--- config.mk ---
export PLATFORM = sky130hd
export DESIGN_NAME = counter_cmd_driver_flat
export DESIGN_NICKNAME = d
export VERILOG_FILES = /design/src/rtl/counter_drv_pkg.sv /design/src/rtl/counter_cmd_driver_if.sv /design/src/rtl/cnt_cmd_fifo.sv /design/src/rtl/counter_cmd_driver.sv /design/src/flat_wrapper.sv
export SDC_FILE = /design/constraint.sdc
export NUM_CORES = 1
export LEC_CHECK = 0
export ABC_AREA = 1
export CORE_UTILIZATION = 58
export CTS_BUF_LIST = sky130_fd_sc_hd__clkbuf_4 sky130_fd_sc_hd__clkbuf_8
export CTS_CLUSTER_DIAMETER = 50
export DETAILED_ROUTE_END_ITERATION = 10
export PLACE_DENSITY = 0.89
export SYNTH_ARGS = -nofsm -noshare
export SYNTH_HDL_FRONTEND = slang
export SYNTH_SLANG_ARGS = --single-unit
--- constraint.sdc ---
create_clock -name clk_in -period 2.9 [get_ports clk_in]
set_input_delay 0.58 -clock clk_in [delete_from_list [all_inputs] [get_ports clk_in]]
set_output_delay 0.58 -clock clk_in [all_outputs]
set_load 0.005 [all_outputs]
--- src/rtl/counter_drv_pkg.sv ---
// counter_drv_pkg: shared types and constants for the counter command driver.
//   cmd_op_e    - command opcodes carried on the command port
//   drv_state_e - driver FSM states
//   cmd_t       - one queued command (op, load data, burst length)
package counter_drv_pkg;

    localparam int CMD_DATA_W = 8;
    localparam int CMD_LEN_W  = 8;

    localparam logic [7:0] OVF_TOTAL_MAX = 8'd255;

    typedef enum logic [1:0] {
        OP_NOP  = 2'd0,
        OP_LOAD = 2'd1,
        OP_UP   = 2'd2,
        OP_DOWN = 2'd3
    } cmd_op_e;

    typedef enum logic [1:0] {
        IDLE   = 2'd0,
        ISSUE  = 2'd1,
        SETTLE = 2'd2,
        REPORT = 2'd3
    } drv_state_e;

    typedef struct packed {
        cmd_op_e                op;
        logic [CMD_DATA_W-1:0]  data;
        logic [CMD_LEN_W-1:0]   len;
    } cmd_t;

endpackage

--- src/rtl/counter_cmd_driver_if.sv ---
// counter_cmd_driver_if: command request and response bundle of the driver.
//   master - test/control logic: drives commands, receives responses
//   slave  - counter_cmd_driver: accepts commands, returns responses
interface counter_cmd_driver_if #(
    parameter int DATA_W = 8,
    parameter int LEN_W  = 8
);
    logic              cmd_valid_in;
    logic              cmd_ready_out;
    logic [1:0]        cmd_op_in;
    logic [DATA_W-1:0] cmd_data_in;
    logic [LEN_W-1:0]  cmd_len_in;
    logic              rsp_valid_out;
    logic [DATA_W-1:0] rsp_val_out;
    logic              rsp_ovf_out;

    modport master (
        output cmd_valid_in, cmd_op_in, cmd_data_in, cmd_len_in,
        input  cmd_ready_out, rsp_valid_out, rsp_val_out, rsp_ovf_out
    );

    modport slave (
        input  cmd_valid_in, cmd_op_in, cmd_data_in, cmd_len_in,
        output cmd_ready_out, rsp_valid_out, rsp_val_out, rsp_ovf_out
    );
endinterface

--- src/rtl/cnt_cmd_fifo.sv ---
// cnt_cmd_fifo: synchronous FIFO of cmd_t with a registered occupancy count.
//   clk_in, nrst_in - clock, async active-low reset (pointers/count only)
//   push, din       - write when push (caller guarantees !full)
//   pop, dout       - head is always visible on dout; pop advances it
//   full, empty, count - status derived from the registered count
module cnt_cmd_fifo
    import counter_drv_pkg::*;
#(
    parameter int DEPTH = 4
) (
    input  logic                   clk_in,
    input  logic                   nrst_in,
    input  logic                   push,
    input  cmd_t                   din,
    input  logic                   pop,
    output cmd_t                   dout,
    output logic                   full,
    output logic                   empty,
    output logic [$clog2(DEPTH):0] count
);
    localparam int AW = $clog2(DEPTH);
    localparam logic [AW:0] FULL_CNT = (AW+1)'(DEPTH);

    cmd_t          mem [DEPTH];
    logic [AW-1:0] wr_ptr, rd_ptr;

    always_ff @(posedge clk_in or negedge nrst_in) begin
        if (!nrst_in) begin
            wr_ptr <= '0;
            rd_ptr <= '0;
            count  <= '0;
        end else begin
            if (push) wr_ptr <= wr_ptr + AW'(1);
            if (pop)  rd_ptr <= rd_ptr + AW'(1);
            case ({push, pop})
                2'b10:   count <= count + (AW+1)'(1);
                2'b01:   count <= count - (AW+1)'(1);
                default: ;
            endcase
        end
    end

    // Storage needs no reset: entries are only read after being written.
    always_ff @(posedge clk_in) begin
        if (push) mem[wr_ptr] <= din;
    end

    assign dout  = mem[rd_ptr];
    assign full  = (count == FULL_CNT);
    assign empty = (count == '0);
endmodule

--- src/rtl/counter_cmd_driver.sv ---
// counter_cmd_driver: transaction front end for an up/down counter.
//   clk_in, nrst_in       - clock, async active-low reset
//   cmd (slave)           - command valid/ready port and one-cycle response
//   en/set/up_ctrl_out,
//   load_val_out          - registered control pins to the counter
//   cnt_val_in, ovf_in    - counter value and overflow observed back
//   ovf_total_out         - saturating count of commands that overflowed
//   busy_out              - FSM active or commands still queued
// Optional: define CNT_DRV_ABORT_EN to add abort_in, which cuts an
// UP/DOWN burst short after the current issue cycle.
// cmd_t is sized by the package; DATA_W/LEN_W must match its widths.
module counter_cmd_driver
    import counter_drv_pkg::*;
#(
    parameter int DATA_W     = CMD_DATA_W,
    parameter int FIFO_DEPTH = 4,
    parameter int LEN_W      = CMD_LEN_W
) (
    input  logic                 clk_in,
    input  logic                 nrst_in,
    counter_cmd_driver_if.slave  cmd,
    output logic                 en_ctrl_out,
    output logic                 set_ctrl_out,
    output logic                 up_ctrl_out,
    output logic [DATA_W-1:0]    load_val_out,
    input  logic [DATA_W-1:0]    cnt_val_in,
    input  logic                 ovf_in,
    output logic [7:0]           ovf_total_out,
    output logic                 busy_out
`ifdef CNT_DRV_ABORT_EN
    ,
    input  logic                 abort_in
`endif
);
    localparam logic [$clog2(FIFO_DEPTH):0] FULL_CNT = ($clog2(FIFO_DEPTH)+1)'(FIFO_DEPTH);

    cmd_t                        fifo_din, head;
    logic                        push, pop, full, empty;
    logic [$clog2(FIFO_DEPTH):0] fifo_count;

    drv_state_e        state_q, state_d;
    cmd_op_e           op_q, op_d;
    logic [DATA_W-1:0] data_q, data_d;
    logic [LEN_W-1:0]  burst_q, burst_d;
    logic              sticky_q, rsp_valid_q, last, abort, issue_d;
    logic [7:0]        total_q;

`ifdef CNT_DRV_ABORT_EN
    assign abort = abort_in;
`else
    assign abort = 1'b0;
`endif

    // Ready comes from the registered count only, so a full FIFO never
    // takes a push in the same cycle it pops.
    assign cmd.cmd_ready_out = (fifo_count != FULL_CNT);
    assign push              = cmd.cmd_valid_in && !full;
    assign fifo_din          = '{op:   cmd_op_e'(cmd.cmd_op_in),
                                 data: cmd.cmd_data_in,
                                 len:  cmd.cmd_len_in};

    cnt_cmd_fifo #(.DEPTH(FIFO_DEPTH)) u_fifo (
        .clk_in  (clk_in),
        .nrst_in (nrst_in),
        .push    (push),
        .din     (fifo_din),
        .pop     (pop),
        .dout    (head),
        .full    (full),
        .empty   (empty),
        .count   (fifo_count)
    );

    always_comb begin
        state_d = state_q;
        op_d    = op_q;
        data_d  = data_q;
        burst_d = burst_q;
        pop     = 1'b0;
        last    = 1'b0;
        unique case (state_q)
            IDLE: if (!empty) begin
                pop     = 1'b1;
                op_d    = head.op;
                data_d  = head.data;
                burst_d = (head.len == '0) ? LEN_W'(1) : head.len;
                state_d = ISSUE;
            end
            ISSUE: begin
                // LOAD and NOP are single-cycle; counting ops run the burst.
                last    = (op_q == OP_LOAD) || (op_q == OP_NOP) ||
                          (burst_q <= LEN_W'(1)) || abort;
                burst_d = burst_q - LEN_W'(1);
                if (last) state_d = SETTLE;
            end
            SETTLE:  state_d = REPORT;
            REPORT:  state_d = IDLE;
            default: state_d = IDLE;
        endcase
    end

    // Controls are registered off the next state, so they are high exactly
    // while the FSM sits in ISSUE. LOAD raises en too so an en-gated
    // counter still takes the load.
    assign issue_d = (state_d == ISSUE);

    always_ff @(posedge clk_in or negedge nrst_in) begin
        if (!nrst_in) begin
            state_q      <= IDLE;
            op_q         <= OP_NOP;
            data_q       <= '0;
            burst_q      <= '0;
            sticky_q     <= 1'b0;
            rsp_valid_q  <= 1'b0;
            total_q      <= '0;
            en_ctrl_out  <= 1'b0;
            set_ctrl_out <= 1'b0;
            up_ctrl_out  <= 1'b0;
            load_val_out <= '0;
        end else begin
            state_q      <= state_d;
            op_q         <= op_d;
            data_q       <= data_d;
            burst_q      <= burst_d;
            rsp_valid_q  <= (state_d == REPORT);
            en_ctrl_out  <= issue_d && (op_d != OP_NOP);
            set_ctrl_out <= issue_d && (op_d == OP_LOAD);
            up_ctrl_out  <= issue_d && (op_d == OP_UP);
            load_val_out <= (issue_d && (op_d == OP_LOAD)) ? data_d : '0;

            if (pop)
                sticky_q <= 1'b0;
            else if (state_q == ISSUE || state_q == SETTLE)
                sticky_q <= sticky_q | ovf_in;

            if (state_q == REPORT && sticky_q && total_q != OVF_TOTAL_MAX)
                total_q <= total_q + 8'd1;
        end
    end

    // Counter output is stable from SETTLE on, so it is passed straight
    // through in the REPORT cycle.
    assign cmd.rsp_valid_out = rsp_valid_q;
    assign cmd.rsp_val_out   = rsp_valid_q ? cnt_val_in : '0;
    assign cmd.rsp_ovf_out   = rsp_valid_q & sticky_q;
    assign ovf_total_out     = total_q;
    assign busy_out          = (state_q != IDLE) || !empty;
endmodule

--- src/flat_wrapper.sv ---
// flat-port wrapper written by rule: the top's interface ports become plain ports
module counter_cmd_driver_flat import counter_drv_pkg::*;
#(
    parameter int DATA_W     = CMD_DATA_W,
    parameter int FIFO_DEPTH = 4,
    parameter int LEN_W      = CMD_LEN_W
)
  (clk_in, nrst_in, en_ctrl_out, set_ctrl_out, up_ctrl_out, load_val_out, cnt_val_in, ovf_in, ovf_total_out, busy_out, cmd_cmd_valid_in, cmd_cmd_op_in, cmd_cmd_data_in, cmd_cmd_len_in, cmd_cmd_ready_out, cmd_rsp_valid_out, cmd_rsp_val_out, cmd_rsp_ovf_out);
  counter_cmd_driver_if #(.DATA_W(DATA_W), .LEN_W(LEN_W)) cmd_i ();
  input  logic clk_in;
  input  logic nrst_in;
  output logic en_ctrl_out;
  output logic set_ctrl_out;
  output logic up_ctrl_out;
  output logic [DATA_W-1:0] load_val_out;
  input  logic [DATA_W-1:0] cnt_val_in;
  input  logic ovf_in;
  output logic [7:0] ovf_total_out;
  output logic busy_out;
  input wire logic [$bits(cmd_i.cmd_valid_in)-1:0] cmd_cmd_valid_in;
  input wire logic [$bits(cmd_i.cmd_op_in)-1:0] cmd_cmd_op_in;
  input wire logic [$bits(cmd_i.cmd_data_in)-1:0] cmd_cmd_data_in;
  input wire logic [$bits(cmd_i.cmd_len_in)-1:0] cmd_cmd_len_in;
  output wire logic [$bits(cmd_i.cmd_ready_out)-1:0] cmd_cmd_ready_out;
  output wire logic [$bits(cmd_i.rsp_valid_out)-1:0] cmd_rsp_valid_out;
  output wire logic [$bits(cmd_i.rsp_val_out)-1:0] cmd_rsp_val_out;
  output wire logic [$bits(cmd_i.rsp_ovf_out)-1:0] cmd_rsp_ovf_out;
  assign cmd_i.cmd_valid_in = cmd_cmd_valid_in;
  assign cmd_i.cmd_op_in = cmd_cmd_op_in;
  assign cmd_i.cmd_data_in = cmd_cmd_data_in;
  assign cmd_i.cmd_len_in = cmd_cmd_len_in;
  assign cmd_cmd_ready_out = cmd_i.cmd_ready_out;
  assign cmd_rsp_valid_out = cmd_i.rsp_valid_out;
  assign cmd_rsp_val_out = cmd_i.rsp_val_out;
  assign cmd_rsp_ovf_out = cmd_i.rsp_ovf_out;
  counter_cmd_driver #(.DATA_W(DATA_W), .FIFO_DEPTH(FIFO_DEPTH), .LEN_W(LEN_W)) u_core (.clk_in(clk_in), .nrst_in(nrst_in), .cmd(cmd_i), .en_ctrl_out(en_ctrl_out), .set_ctrl_out(set_ctrl_out), .up_ctrl_out(up_ctrl_out), .load_val_out(load_val_out), .cnt_val_in(cnt_val_in), .ovf_in(ovf_in), .ovf_total_out(ovf_total_out), .busy_out(busy_out));
endmodule
### After elaboration in Yosys (flattened, before gate mapping)

Memory sizes are Yosys's and may differ from the RTL's.
Cells that the tools add are included.

| word-level totals | value |
|---|---|
| bits of input ports | 30 |
| register bits after elaboration | 48 |
| output and inout port bits | 31 |
| memory bits (read-only) | 0 |
| memories kept | 1 |
| RAM bits | 72 |
| bits in latches | 0 |

Memories:

| name | depth | bits a word | read ports | clocked after Yosys merged registers in | write ports | line | text |
|---|---|---|---|---|---|---|---|
| u_core.u_fifo.mem | 4 | 18 | 1 | 0 | 1 | cnt_cmd_fifo.sv:24 | `cmd_t mem [DEPTH];` |

| operators by class | value |
|---|---|
| div/mod/pow operators | 0 |
| bitwise logic cells | 2 |
| add/sub/neg operators | 6 |
| $mul | 0 |
| shift-type cells | 0 |
| multiplexer cells | 19 |
| eq/ne operators | 14 |
| magnitude comparators | 1 |
| reduce and logical (&&, ||, !) cells | 22 |

Operator list:

| cell | count |
|---|---|
| $mux W8 | 6 |
| $pmux W8 S2 | 1 |
| $eq A2 B1 Y1 const B | 5 |
| $eq A2 B2 Y1 const B | 5 |
| $reduce_bool A2 Y1 | 5 |
| $add A8 B1 Y8 const B | 1 |
| $le A8 B1 Y1 const B | 1 |
| $logic_not A8 Y1 | 1 |
| $mux W2 | 4 |
| $ne A8 B8 Y1 const B | 1 |
| $pmux W2 S4 | 1 |
| $sub A8 B1 Y8 const B | 1 |
| $logic_and A1 B1 Y1 | 6 |
| $mux W1 | 6 |
| $pmux W3 S2 | 1 |
| $add A2 B1 Y2 const B | 2 |
| $logic_not A2 Y1 | 2 |
| $logic_or A1 B1 Y1 | 4 |
| $add A3 B1 Y3 const B | 1 |
| $eq A3 B3 Y1 const B | 1 |
| $logic_not A3 Y1 | 1 |
| $ne A3 B3 Y1 const B | 1 |
| $sub A3 B1 Y3 const B | 1 |
| $logic_not A1 Y1 | 2 |
| other kinds (4) | 4 |

### Logic depth before layout (Yosys ltp)

Gate-level depths: netlist of the first run.

| depth | value |
|---|---|
| word-level depth | 8 |
| mapped depth | 12 |
| depth with buffers taken out | 10 |

### Cells and area by module

A second synthesis of the first run with hierarchy kept.

| unflattened totals | value |
|---|---|
| cell total of the unflattened synthesis | 508 |
| area, all modules | 5705.5 sq um |

By module, submodules not included:

| module | instances | cells each | area each (sq um) |
|---|---|---|---|
| cnt_cmd_fifo | 1 | 258 | 3637.2 |
| counter_cmd_driver | 1 | 250 | 2068.2 |

### Worst setup path after synthesis of the first run

OpenSTA, ideal clock, no wires.

| timing path | value |
|---|---|
| kind | register -> register |
| start | register u_core.state_q[0] |
| end | register u_core.u_fifo.count[2] |
| stages on the path, launching flop included | 13 |
| buffers on the path | 2 |
| period minus slack after synthesis | 2.235 ns |
| required time | 2.769 ns |
| arrival time | 2.104 ns |
| slack | 0.665 ns |
| path through | dfrtp_1 -> inv_1 -> ha_1 -> nand2_4 -> inv_2 -> buf_6 -> buf_8 -> ha_1 -> inv_1 -> fa_1 -> a21oi_1 -> o21ai_0 -> xor2_1 |

| on the way | value |
|---|---|
| word-level cells in the longest chain between the ends | 4 |
| elaborated cells on any way between the ends | 6 |
| those cells by class | eq/ne (2); mux (2); reduce/logical (2) |

RTL lines:

| item | line | text |
|---|---|---|
| start, declared | counter_cmd_driver.sv:41 | `drv_state_e state_q, state_d;` |
| start signal, assigned | counter_cmd_driver.sv:121 | `state_q <= state_d;` |
| $logic_not A2 Y1 (*) | counter_cmd_driver.sv:81 | `unique case (state_q)` |
| $mux W1 (*) | counter_cmd_driver.sv:81 |  |
| named net u_core.pop | counter_cmd_driver.sv:38 | `logic push, pop, full, empty;` |
| $eq A2 B1 Y1 or $eq A2 B2 Y1 (tied branches) | cnt_cmd_fifo.sv:35 | `case ({push, pop})` |
| $pmux W3 S2 or $reduce_bool A2 Y1 (tied branches) | n/a |  |
| end signal, assigned | cnt_cmd_fifo.sv:36 | `2'b10: count <= count + (AW+1)'(1);` |
| end signal, assigned | cnt_cmd_fifo.sv:37 | `2'b01: count <= count - (AW+1)'(1);` |
| end, declared | cnt_cmd_fifo.sv:19 | `output logic [$clog2(DEPTH):0] count` |

The timed path passes the listed nets; every way through them passes the cells marked *.
A chain may end at the register's enable or synchronous reset.

### Final worst setup path of the first run

| timing path | value |
|---|---|
| start | register u_core.state_q[0] |
| end | output busy_out |

| on the way | value |
|---|---|
| word-level cells in the longest chain between the ends | 2 |

RTL lines:

| item | line | text |
|---|---|---|
| $reduce_bool A2 Y1 | counter_cmd_driver.sv:147 | `assign busy_out = (state_q != IDLE) \|\| !empty;` |
| $logic_or A1 B1 Y1 | counter_cmd_driver.sv:147 |  |
| end, declared | flat_wrapper.sv:19 | `output logic busy_out;` |

Every way passes these cells.

==> metrics.md, run 1 <==
| Metric | Value |
|---|---|
| CTS clk-pin slew, worst paths | `70 ps` |
| Worst min-delay path category | `in -> async` |
| Final-stage net count | `607` |
| Setup-failing EPs final | `0` |
| Starting DRT DRC Count | `286` |
| Crit-path max FO | `7` |
| Pwr Total | `7.009 mW` |
| Post-synth EDFFs | `72` |
| Layout cells sized above 1 | `12.15%` |
| Crit end category | `output port` |
| H-Tree Depth | `4` |
| # hold bufs at CTS | `0` |
| Comb pwr share | `39.4%` |
| Register area | `0.003363 mm²` |
| DIE WIDTH | `97.50 µm` |
| Die area | `0.009506 mm²` |
| Worst-Skew Late Latency | `430 ps` |
| Clock Sinks | `120` |
| Slew at the pin with the worst max-slew slack | `1035 ps` |
| RSZ-0062 raised after global routing | `false` |
| Fmax | `407.9 MHz` |
| Max Cap Violations | `0` |
| Multi-input logic area | `0.001605 mm²` |
| Startpoint Class | `register` |
| Sequential cell area fraction in the yosys report | `63.58%` |
| 1st-pass router iterations | `4` |
| TritonCTS clock tree | `yes` |
| Setup Fix Bufs, Post-CTS | `0` |
| Post-route minimum period | `2452 ps` |
| Via/cell ratio | `5.377` |
| Final slew viol count | `0` |
| Total GRT Usage | `23.96%` |
| Top area cells in the synthesized netlist | `edfxtp_1 41%, dfrtp_1 23%, nand2_1 7.7%, nor2_1 3.5%, inv_1 3.3%` |
| Average routed wire per standard cell | `15.20 µm` |
| Clock share of power | `23.7%` |
| Most common cell in the netlist | `nand2_1` |
| Synthesized area | `0.005290 mm²` |
| Final hold vios | `0` |
| Vias in the first global route | `3806` |
| Synth Area per Inst | `10.69 µm²` |
| Synth Instances | `495` |
| Ys flop type | `edfxtp_1` |
| Ys Warns | `0` |
| Clk buf depth | `2` |
| Post-CTS sizing | `0` |
| Critical path type | `reg -> out` |
| DP HPWL | `6.705 mm` |
| Antenna-violating nets left | `0` |
| Peak supply drop | `515.3 µV` |
| Vert. Die Dim | `97.50 µm` |
| Outcome | `finished clean` |
| Initial antenna violation count | `0` |
| Via count | `3678` |
| CP Data Arrival Time | `1870 ps` |
| Starting Density | `60.37%` |
| Synth cell types | `34` |
| Routed wire length | `10.40 mm` |
| CTS Root Cell | `clkbuf_8` |
| Switching power | `2.687 mW` |
| Port bufs | `60` |
| Top post-synthesis cells by count | `109 x nand2_1, 72 x edfxtp_1, 50 x nor2_1` |
| Leak | `2.740 nW` |
| Placer congestion estimate | `0.8208` |
| DRC viols | `0` |
| Pwr dens | `1094 mW/mm²` |
| Seq cells post-synth | `120` |
| Overflow after GRT | `0` |
| Worst Clk Skew | `10.71 ps` |
| Net Count, Synth | `538` |
| Net Sw Frac | `38.33%` |
| Pin count of the biggest net entering global routing | `49` |
| Area Growth Syn to Fin | `21.10%` |
| Post-synth top area cell | `edfxtp_1` |
| Rel. slew slack | `31.03%` |
| Setup TNS | `0 ps` |
| I/O pin cnt | `61` |
| Crit share post-route | `84.54%` |
| Synth top area share | `40.87%` |
| Num CTS Buffers | `17` |
| First-pass GRT wire length | `17.80 mm` |
| Core area | `0.008763 mm²` |
| Data required, critical path | `2320 ps` |
| Fillers | `590` |
| Reg power frac | `36.9%` |
| Synth async-reset ratio | `40.00%` |
| Pint | `4.322 mW` |
| Rows | `34` |
| Antenna diodes | `0` |
## kinds of logic (layout without fill, tap and decap cells)
logic type	Yosys count	count (layout)	share of synthesized area [%]
xor+xnor	10	10	1.656
flops	120	120	63.58
fa+ha+maj	13	13	3.217
buf+inv	74	155	6.079
simple gates	224	224	19.30
compound gates	54	54	6.173
## per-stage QoR
step	instance area (µm²)	instances	hold slack [ps]	worst slack, ps	utilization [%]
after global placement	5966	653	483.9	563.8	68.08
after floorplan	5290	495	284.4	665.3	-
after detailed placement	5966	653	485.7	426.1	68.08
after global routing	6406	684	426.8	348.7	73.10
after CTS	6406	684	369.3	437.9	73.10
final	6406	684	333.3	448.4	73.10
## path summary, 6_finish.rpt
check / slack (ps) / start / end / cells past startpoint
setup / recovery: 450 / u_core.state_q[0] / busy_out / 4
hold / removal: 330 / nrst_in / u_core.u_fifo.wr_ptr[0] / 1
setup reg to reg: 610 / u_core.state_q[0] / u_core.u_fifo.count[2] / 10
hold reg to reg: 500 / u_core.u_fifo.count[0] / u_core.u_fifo.count[0] / 1
max in group asynchronous: 1930 / nrst_in / u_core.data_q[7] / 1
min in group clk_in: 500 / u_core.u_fifo.count[0] / u_core.u_fifo.count[0] / 1
## layer usage
layer | GRT usage, % | up-vias | wire length (µm)
met5 | 0 | - | 0
met4 | 9.276 | 0 | 114
met3 | 5.827 | 14 | 674
met2 | 40.29 | 126 | 5223
met1 | 29.98 | 1767 | 4386
li1 | - | 1771 | -
## power groups by stage
stage | Clock (mW) | Combinational [mW] | Sequential (mW)
after global placement | 0 | 2.58 | 2.58
final | 1.66 | 2.76 | 2.59
after floorplan | 0 | 2.00 | 2.55
after global routing | 1.75 | 3.10 | 2.64
after detailed placement | 0 | 2.72 | 2.61
after CTS | 1.68 | 2.77 | 2.59
## sequential cells by signal (all words and copies together), names as in the netlist, 3 cells and up
name / count
u_core.u_fifo.count: 3
u_core.ovf_total_out: 8
u_core.data_q: 8
u_core.load_val_out: 8
u_core.u_fifo.mem: 72
u_core.burst_q: 8
## critical path: stages (launching register included)
cell             delay [ps]
dfrtp_1                 410
inv_1                   110
ha_1                    310
nand2_1                 110
clkdlybuf4s50_1         510
## placed cells by master, fill, tap and decap left out
cell type        instances
nor2_4                   1
nand3b_1                 2
o21a_1                   1
o21ai_0                 11
buf_2                    1
clkinv_2                 4
o211ai_2                 6
ha_1                    12
xor2_1                   7
nand2_4                  2
clkinv_1                 1
clkdlybuf4s50_1         59
nand4_1                  6
nor3_1                   1
o31ai_1                  1
clkinv_4                 2
a21oi_1                 11
o21ai_1                 21
edfxtp_1                72
nor3_2                   8
clkinvlp_4               2
or2_1                    8
a31oi_1                  1
inv_1                   47
fa_1                     1
nand2_2                  2
clkbuf_8                17
o211ai_1                 2
inv_2                   10
nand2_1                109
nand3_2                  3
xnor2_1                  3
buf_4                    7
dfrtp_1                 48
nand3_1                 32
nor2_1                  50
bufinv_16                5
## cell type report
type	instances	area share [%]
flip-flops and latches	120	52.50
multi-input cells	301	25.06
repair buffers	67	10.12
clock buffers	17	3.652
inverters	57	3.340
clock inverters	14	3.223
well taps	108	2.109
No activity file was read; power rests on OpenSTA's default activity.
==> run 2: changes to the inputs <==
Settings changed: CORE_UTILIZATION 58 to 52, PLACE_DENSITY 0.89 to 0.85.
Clock period 2.9 ns to 2.1 ns, I/O delays scaled along.
==> run 2 against run 1 <==
Power increased by 39%. Critical endpoint is now u_core.u_fifo.count[2]. First-iteration DRC count decreased by 15%. Clock power increased by 31%. Critical path type is now reg -> reg. Non-clock buffer count increased by 12. Die area increased by 11%. Register-to-register slack got worse by 480 ps. Count of clock-buffer cells in the layout increased by 1. Wire length decreased by 0.96%.
==> metrics.md, run 2 (synthesis results as in run 1) <==
| Metric | Value |
|---|---|
| Commonest non-fill, non-tap cell in the layout | `nand2_1` |
| Die area | `0.01058 mm²` |
| Average routed wire per standard cell | `14.26 µm` |
| Worst slack, placed | `20.29 ps` |
| Data required, critical path | `2420 ps` |
| Final hold vios | `0` |
| Placer congestion estimate | `0.8429` |
| Startpoint Class | `register` |
| CP Data Arrival Time | `2280 ps` |
| CTS clk-pin slew, worst paths | `70 ps` |
| Setup-failing EPs final | `0` |
| Net Sw Frac | `38.04%` |
| H-Tree Depth | `4` |
| R2R Path Start | `u_core.state_q[1]` |
| Starting Density | `53.87%` |
| Worst Reg-to-Reg Cells | `10` |
| Max Cap Violations | `0` |
| Routed wire length | `10.30 mm` |
| Reg power frac | `36.2%` |
| Comb pwr share | `41.5%` |
| Critical path type | `reg -> reg` |
| Post-route insts no fill | `722` |
| Clock share of power | `22.3%` |
| Crit share post-route | `93.62%` |
| Worst Setup EP | `u_core.u_fifo.count[2]` |
| Setup ws final | `134.0 ps` |
| Slew at the pin with the worst max-slew slack | `586.3 ps` |
| Num CTS Buffers | `17` |
| First-pass GRT wire length | `16.39 mm` |
| DIE WIDTH | `102.9 µm` |
| Pin count of the biggest net entering global routing | `28` |
| Hold_sp | `u_core.burst_q[6]` |
| R2R Setup Slk | `130 ps` |
| Max FFs per register | `72` |
| Pint | `6.050 mW` |
| Total GRT Usage | `21.42%` |
| Antenna-violating nets left | `0` |
| Setup TNS | `0 ps` |
| Antenna diodes | `0` |
| Starting DRT DRC Count | `243` |
| Layout cells sized above 1 | `14.60%` |
| Largest reg by FF count | `u_core.u_fifo.mem` |
| Post-route minimum period | `1966 ps` |
| Crit-path max FO | `7` |
| RSZ-0062 raised after global routing | `false` |
| 1st-pass router iterations | `4` |
| Vias in the first global route | `3646` |
| Beginning of the critical path | `u_core.state_q[1]` |
| Final-stage net count | `619` |
| Peak supply drop | `637.7 µV` |
| Via/cell ratio | `5.137` |
| Outcome | `finished clean` |
| Worst flop-to-flop path endpoint | `u_core.u_fifo.count[2]` |
| DRC viols | `0` |
| Leak | `2.789 nW` |
| Port bufs | `60` |
| I/O pin cnt | `61` |
| CTS Root Cell | `clkbuf_8` |
| Commonest cells after routing, fill and taps aside | `109 x nand2_1, 72 x edfxtp_1, 58 x clkdlybuf4s50_1, 50 x nor2_1, 47 x dfrtp_1` |
| Fillers | `705` |
| Worst Clk Skew | `10.49 ps` |
| Overflow after GRT | `0` |
| Pwr dens | `1484 mW/mm²` |
| Rel. slew slack | `60.92%` |
| Vert. Die Dim | `102.9 µm` |
| Fmax | `508.6 MHz` |
| Clock Sinks | `120` |
| Core area | `0.009819 mm²` |
| Switching power | `3.713 mW` |
| Area Growth Syn to Fin | `24.36%` |
| Via count | `3709` |
| DP HPWL | `6.729 mm` |
| Placed insts | `685` |
| Worst min-delay path category | `reg -> reg` |
| Clk buf depth | `2` |
| TritonCTS clock tree | `yes` |
| Crit end category | `register` |
| Worst-Skew Late Latency | `440 ps` |
| Minimum hold slack | `511.5 ps` |
| Final slew viol count | `0` |
| Initial antenna violation count | `0` |
| Rows | `36` |
run 2: changes by cell type in the layout (fill, tap and decap cells not counted), sizes merged:
cell	before	now
buf	8	19
clkinvlp	2	5
clkinv	7	5
bufinv	5	4
clkbuf	17	18
clkdlybuf4s50	59	58
dlygate4sd3	0	1
dlymetal6s2s	0	1
run 2: timing repair:
action,in CTS,in global routing
gates resized for setup,0,2
hold endpoints to repair,22,0
buffers inserted,2,2
setup endpoints to repair,1,7
hold buffers,1,0
run 2: metal layers:
layer / global-route usage (%) / part of all wire (%) / vias up
met5: 0 / 0 / -
met4: 10.94 / 2.5 / 0
met3: 7.322 / 7.4 / 23
met2: 36.26 / 50 / 131
met1: 24.16 / 40 / 1754
li1: - / - / 1801
run 2: final cells by class:
cell class,count,area [µm²],area share [%]
well taps,133,166.4,2.529
flip-flops and latches,120,3364,51.14
multi-input cells,301,1618,24.59
clock buffers,18,241.5,3.671
repair buffers,79,793.3,12.06
clock inverters,14,181.4,2.758
inverters,57,214.0,3.252
run 2: worst min-delay path by stage:
stage	to	cells after the start
after floorplan	u_core.burst_q[0]	0
after global placement	u_core.burst_q[3]	1
after detailed placement	u_core.burst_q[3]	1
after CTS	u_core.u_fifo.wr_ptr[1]	2
after global routing	u_core.burst_q[3]	2
final	u_core.burst_q[6]	2
run 2: worst max-delay path: stages, from the launching register on:
cell,delay [ps]
dfrtp_1,400
inv_2,100
ha_4,180
nand2_4,90
inv_2,70
ha_1,140
inv_1,70
fa_1,380
a21oi_1,150
o21ai_0,120
xor2_1,160
run 2: per-stage QoR:
stage	utilization, %	power [mW]	area [µm²]
final	67.00	9.763	6579
after floorplan	-	6.308	5303
after global placement	62.25	7.288	6112
after CTS	66.81	9.776	6560
after global routing	67.00	10.43	6579
after detailed placement	62.25	7.511	6112
run 2: power groups by stage:
stage	Combinational, mW	Sequential, mW	Clock, mW
after floorplan	2.79	3.52	0
after global placement	3.73	3.55	0
after detailed placement	3.93	3.58	0
after CTS	4.03	3.53	2.22
after global routing	4.51	3.60	2.31
final	4.05	3.53	2.18
